`config.mk`:
```
export PLATFORM = sky130hd
export DESIGN_NAME = decode_regfile
export DESIGN_NICKNAME = d
export VERILOG_FILES = /design/src/rtl/decode_regfile.sv
export SDC_FILE = /design/constraint.sdc
export NUM_CORES = 2
export LEC_CHECK = 0
export BUFFER_PORTS_ARGS = -buffer_cell sky130_fd_sc_hd__buf_4
export CAP_MARGIN = 15
export CELL_PAD_IN_SITES_DETAIL_PLACEMENT = 2
export CELL_PAD_IN_SITES_GLOBAL_PLACEMENT = 2
export CORE_UTILIZATION = 43
export DETAILED_ROUTE_END_ITERATION = 16
export PLACE_DENSITY_LB_ADDON = 0.1
export SLEW_MARGIN = 20
export SYNTH_ARGS = -nofsm -noshare
export SYNTH_HDL_FRONTEND = slang
export SYNTH_SLANG_ARGS = --single-unit
```
`constraint.sdc`:
```
create_clock -name clk -period 63.4 [get_ports clk]
set_clock_uncertainty 0.05 [all_clocks]
set_input_delay 9.51 -clock clk [delete_from_list [all_inputs] [get_ports clk]]
set_output_delay 9.51 -clock clk [all_outputs]
set_load 0.01 [all_outputs]
```
`src/rtl/decode_regfile.sv`:
```
// Y86-64 decode stage: register file with E/M writeback ports, source select and a registered
// valid/stall output stage. Define DECODE_RF_WB_BYPASS_EN to forward same-edge writebacks into the captured operands.
module decode_regfile #(
    parameter int DATA_W   = 64,
    parameter int NUM_REGS = 15,
    parameter int RID_W    = 4,
    parameter int RSP_ID   = 4,
    parameter int RNONE    = 15
) (
    input  logic              clk,
    input  logic              rst,
    input  logic              in_valid,
    input  logic              stall,
    input  logic [3:0]        icode,
    input  logic [RID_W-1:0]  rA,
    input  logic [RID_W-1:0]  rB,
    input  logic              wbE_en,
    input  logic [RID_W-1:0]  dstE,
    input  logic [DATA_W-1:0] valE,
    input  logic              wbM_en,
    input  logic [RID_W-1:0]  dstM,
    input  logic [DATA_W-1:0] valM,
    output logic              out_valid,
    output logic [RID_W-1:0]  srcA,
    output logic [RID_W-1:0]  srcB,
    output logic [DATA_W-1:0] valA,
    output logic [DATA_W-1:0] valB,
    output logic              ins_err
);
    // Handshake: a decode is captured on every rising edge with stall=0, and out_valid then
    // mirrors in_valid from that edge; with stall=1 every output register holds its value.

    localparam logic [RID_W-1:0] RSP_ID_V = RID_W'(RSP_ID);
    localparam logic [RID_W-1:0] RNONE_V  = RID_W'(RNONE);
    localparam logic [RID_W:0]   NREGS_V  = (RID_W+1)'(NUM_REGS);

    logic [DATA_W-1:0] regs_q [NUM_REGS];

    logic              out_valid_q;
    logic [RID_W-1:0]  src_a_q, src_b_q;
    logic [DATA_W-1:0] val_a_q, val_b_q;
    logic              ins_err_q;

    logic [RID_W-1:0]  src_a_d, src_b_d;
    logic [DATA_W-1:0] val_a_d, val_b_d;
    logic              ins_err_d;
    logic              we_e, we_m;

    assign we_e = wbE_en && ({1'b0, dstE} < NREGS_V);
    assign we_m = wbM_en && ({1'b0, dstM} < NREGS_V);

    // Illegal icodes fall through to the defaults, so their sources read as RNONE.
    always_comb begin
        src_a_d   = RNONE_V;
        src_b_d   = RNONE_V;
        ins_err_d = 1'b0;
        if (in_valid) begin
            case (icode)
                4'h2, 4'h4, 4'h6, 4'hA: src_a_d = rA;
                4'h9, 4'hB:             src_a_d = RSP_ID_V;
                default:                src_a_d = RNONE_V;
            endcase
            case (icode)
                4'h4, 4'h5, 4'h6:       src_b_d = rB;
                4'h8, 4'h9, 4'hA, 4'hB: src_b_d = RSP_ID_V;
                default:                src_b_d = RNONE_V;
            endcase
            ins_err_d = (icode > 4'hB);
        end
    end

    always_comb begin
        val_a_d = '0;
        val_b_d = '0;
        if ({1'b0, src_a_d} < NREGS_V) val_a_d = regs_q[src_a_d];
        if ({1'b0, src_b_d} < NREGS_V) val_b_d = regs_q[src_b_d];
`ifdef DECODE_RF_WB_BYPASS_EN
        // M is applied last so it wins over E, matching the register-file write order.
        if (we_e && (dstE == src_a_d)) val_a_d = valE;
        if (we_m && (dstM == src_a_d)) val_a_d = valM;
        if (we_e && (dstE == src_b_d)) val_b_d = valE;
        if (we_m && (dstM == src_b_d)) val_b_d = valM;
`endif
    end

    always_ff @(posedge clk or posedge rst) begin
        if (rst) begin
            for (int i = 0; i < NUM_REGS; i++) regs_q[i] <= '0;
        end else begin
            if (we_e) regs_q[dstE] <= valE;
            if (we_m) regs_q[dstM] <= valM;
        end
    end

    always_ff @(posedge clk or posedge rst) begin
        if (rst) begin
            out_valid_q <= 1'b0;
            src_a_q     <= RNONE_V;
            src_b_q     <= RNONE_V;
            val_a_q     <= '0;
            val_b_q     <= '0;
            ins_err_q   <= 1'b0;
        end else if (!stall) begin
            out_valid_q <= in_valid;
            src_a_q     <= src_a_d;
            src_b_q     <= src_b_d;
            val_a_q     <= val_a_d;
            val_b_q     <= val_b_d;
            ins_err_q   <= ins_err_d;
        end
    end

    assign out_valid = out_valid_q;
    assign srcA      = src_a_q;
    assign srcB      = src_b_q;
    assign valA      = val_a_q;
    assign valB      = val_b_q;
    assign ins_err   = ins_err_q;
endmodule

```
Word level (Yosys, flattened, before mapping)
Index checks and enable logic that the tools add are counted.

Magnitude comparators: 11. Equal/unequal tests: 8. Mux-type cells: 21. Bitwise gates (word level): 4. Reductions and logical operators: 8.

Operators by type and width (count): bitwise mux 960 bit (2); two-way mux 960 bit (2); binary-select mux 64 bit (select 4 bit) (2); demux 64 bit (select 4 bit) (2); two-way mux 64 bit (8); greater-or-equal comparator 5 bit, second input constant (4); NOT 4 -> 5 bit (4); == test 4 bit, second input constant (4); < comparator 4 bit, second input constant (4); case mux 4 bit (2 select lines) (2); == test 4 x 3 -> 1 bit, second input constant (3); < comparator 5 x 1 -> 1 bit, second input constant (2); two-way mux 4 bit (2); OR reduction 4 bit (2); == test 4 x 2 -> 1 bit, second input constant (1); greater-than comparator 4 bit, second input constant (1); logical AND 1 bit (4); OR reduction 3 bit (1); OR reduction 2 bit (1); two-way mux 1 bit (1).

Register bits after elaboration: 1098. Input bits: 154. Output and inout bits: 138. Logic and storage cells: 73.

Logic depth before layout (Yosys ltp)
Depth after elaboration: 9. Depth in mapped cells: 11. Depth with buffers taken out: 6.

Least setup slack after synthesis
Ideal clock, no wire load.

Kind: input-to-reg. Start point: in icode[2]. End point: reg val_a_q[17] (netlist: valA[17]). Setup time: 122 ps. Arrival: 11434 ps. Required time: 63228 ps. Slack: 51795 ps. Stages on the path: 9. Path buffers: 3. Path through: buf_6 > or2_4 > buf_6 > a31o_4 > nand2_2 > buf_2 > mux2_2 > a211o_1 > a32o_1.

Word-level cells in the longest chain between the ends: 9.

RTL lines: start, declared (RTL line 14) `input logic [3:0] icode,`; == test 4 bit (tied with other cells) (RTL line 58) `case (icode)`; OR reduction 4 bit or OR reduction 2 bit (tied branches) (RTL line 58); case mux 4 bit (2 select lines) (*) (RTL line 58); two-way mux 4 bit (*) (RTL line 57) `if (in_valid) begin`; NOT 4 -> 5 bit (not written as such) (RTL line 75) `if ({1'b0, src_a_d} < NREGS_V) val_a_d = regs_q[src_a_d];`; binary-select mux 64 bit (select 4 bit) (RTL line 75); two-way mux 64 bit (not written as such) (2 in a row) (RTL line 75); two-way mux 64 bit (*) (RTL line 75); end signal, assigned (RTL line 107) `val_a_q <= val_a_d;`; end, declared (RTL line 41) `logic [DATA_W-1:0] val_a_q, val_b_q;`.

Mark *: on every way between the ends. The rest lies on a longest branch, timed or not. The select of a mux whose other input is x is not followed. A chain may end at the register's enable or synchronous reset.

Final worst setup path
Start point: in in_valid. End point: reg val_b_q[27] (netlist: valB[27]).

Word-level cells in the longest chain between the ends: 6.

RTL lines: start, declared (RTL line 12) `input logic in_valid,`; two-way mux 4 bit (*) (RTL line 57); NOT 4 -> 5 bit (not written as such) (RTL line 76) `if ({1'b0, src_b_d} < NREGS_V) val_b_d = regs_q[src_b_d];`; binary-select mux 64 bit (select 4 bit) (RTL line 76); two-way mux 64 bit (not written as such) (2 in a row) (RTL line 76); two-way mux 64 bit (*) (RTL line 76); end signal, assigned (RTL line 108) `val_b_q <= val_b_d;`; end, declared (RTL line 41).

Marked as above.

==> run metrics <==
outcome=complete, no violations; Setup crit end kind=flip-flop; worst path cell trace=buf_4 -> buf_4 -> and3b_1 -> a31o_4 -> buf_4 -> buf_4 -> buf_4 -> o21ai_0 -> a21oi_1 -> nand2_1 -> a311oi_1; pin count of the biggest net entering global routing=151; Vias=66700; fin crit period=about 15 ns; Worst-Margin Slew=roughly 1.4 ns; drt total wl=between 300000 and 400000 um; sequential power share=43.6%; crit share post-route=between 20% and 30%; layout cells sized above 1=14.1%; gp weighted congestion=0.851; nets=7190; Synth Register Bits=1098; # resized after CTS=0; Int Power=roughly 1.6 mW; Starting DRT DRC Count=approximately 7400; CP required=approximately 64 ns; Crit Path Max Fanout=67; Worst slew margin=9.23%; CP max stage cell=buf_4; CTS HTree Levels=4; DRC viols=0; CTS tree=built; startpoint types=input port; Clock transition at path regs=0.06 ns; initial antenna violation count=33; leakage power=32.0 nW; Area Overhead vs Synth=11.6%; Max IR drop VDD=0.0277 mV; crit path DAT=between 15 and 20 ns; Async SR Flop Fraction=100%; switching power=approximately 0.8 mW; Synthesized Nets=approximately 7400; Synth area leaders=dfrtp_1 41%, mux2i_1 15%, a21oi_1 6.8%; CP Buf/Inv Count=5; clock share of power=35.5%; final max-slew violation count=0; Detail Route Antenna Nets=0; biggest area consumer among synthesized cells=dfrtp_1; max cap viols=0; later-pin clock latency in the skew report=0.80 ns; CTS Buf Count=139; CTS Hold Bufs=0; chip width=393 um; cell mode on critical path=buf_4; R2R setup slack=61.61 ns; Root Buffer=clkbuf_16; HP Class=reg2reg; Core Region=152000 um^2; GRT Residual Overflow=0; Final Hold Vio Count=0; Post-DP HPWL=approximately 190000 um; IO Pins=292; Fin Hold WS=0.432 ns; Register Area=27500 um^2; post-CTS setup buffer count=0; Worst path max stage delay=0.95 ns; Synth warnings=0; row cnt=143; vias in the first global route=70100; I/O Buffers=291; Total GRT Usage=43.6%; Max Clock Freq=0.0678 GHz; die height=393 um; Netlist Area Pre-Place=65900 um^2; switch share=33.5%; Multi-input gate area=35400 um^2; Syn Area/Cell=~9 um^2; first-pass GRT wire length=around 500000 um; post-synth top area share=41.4%; filler cell count=16100; Tot Pwr=2.35 mW; clk sinks=about 1100; delay-heaviest family, CP=buffers and inverters; EDFF count, synth=0; CP Class=in2reg; RSZ-0062 raised after global routing=false; Main synth FF type=dfrtp_1; sequential element share of the synthesized area=between 40% and 50%; Pre-antenna DRT Iters=6; final setup vio count=0; cells after synthesis=7266; initial core utilization=43.4%; CTS Buffer Depth=3; setup_tns=0 ns; full die area=around 150000 um^2; PD cells=roughly 32 nW/um^2; logic gate share of total power=roughly a fifth; Layout Utilization=48.4%; Vias/cell=between 7 and 8; count of cell types in the netlist=73; WL/cell=roughly 38 um
## metal layers
metal / GRT usage, % / wire (um)
met3: 11.8 / 36900
met4: 22.3 / 18600
met1: 57.1 / 139000
met2: 66.0 / 152000
met5: 0 / 163
## synth_stat cells, types with 68 or more instances
cell type,number
a211oi_1,183
o21ai_0,580
clkbuf_1,552
mux2i_1,1013
nand3_1,76
a221oi_1,190
buf_2,186
a21oi_1,901
nor2_1,670
dfrtp_1,1090
a31oi_1,68
mux2_2,195
nand2_1,853
a221o_1,120
## kinds of logic after synthesis
logic type | synth area share, %
compound gates | 24.2
buf+inv | 5.23
flops | 41.7
mux | 18.7
simple gates | 10.1
## worst min-delay path, delay by kind of cell, from the launching register on
kind	cells	cell delay, ns
AOI/OAI and AO/OA	1	0.05
DFF	1	0.34
and+or+nand+nor	1	0.06
## area by class of cell
class	count	share of cell area [%]
well taps	2030	3.45
repair buffers	443	4.68
clock inverters	31	0.606
multi-input cells	5349	48.1
diodes	15	0.0511
clock buffers	204	5.66
inverters	5	0.0391
flip-flops and latches	1098	37.4
## worst paths after layout
path | from | cells after the start | to
min in group asynchronous | rst | 2 | regs_q[443]
min | valA[58] | 2 | valA[58]
min reg2reg | valA[58] | 2 | valA[58]
max in group asynchronous | rst | 6 | regs_q[10]
max reg2reg | regs_q[647] | 4 | valB[7]
max | in_valid | 11 | valB[27]
## power groups by stage
stage	clock [mW]	sequential (mW)	combinational, mW
final	0.833	1.02	0.491
after global routing	0.861	1.04	0.526
after CTS	0.837	1.01	0.482
after detailed placement	0	1.02	0.474
after global placement	0	1.01	0.445
after floorplan	0	0.972	0.327
## per-stage QoR
step / instance area (um^2) / setup slack (ns) / std cells
floorplan: 65900 / 22.94 / 7266
global placement: 68800 / 48.40 / 8921
detailed placement: 68800 / 48.13 / 8923
CTS: 73400 / 48.98 / 9158
global route: 73500 / 48.72 / 9164
finish: 73500 / 48.66 / 9175
## state kept, by name, indices dropped and copies added, names as in the netlist
signal	flops
valB	64
ins_err	1
regs_q	960
srcB	4
out_valid	1
valA	64
srcA	4
## cells in the final DEF, fill, tap and decap left out, types with 72 or more instances in the layout
| cell | n |
|---|---|
| o21ai_0 | 580 |
| nand3_1 | 72 |
| a21oi_1 | 901 |
| clkbuf_16 | 143 |
| nor2_1 | 662 |
| nand2_1 | 841 |
| a221o_1 | 120 |
| a221oi_1 | 190 |
| a211oi_1 | 183 |
| dfrtp_1 | 1090 |
| mux2_2 | 195 |
| mux2i_1 | 1013 |
| buf_4 | 434 |
(Power assumes the default switching activity.)
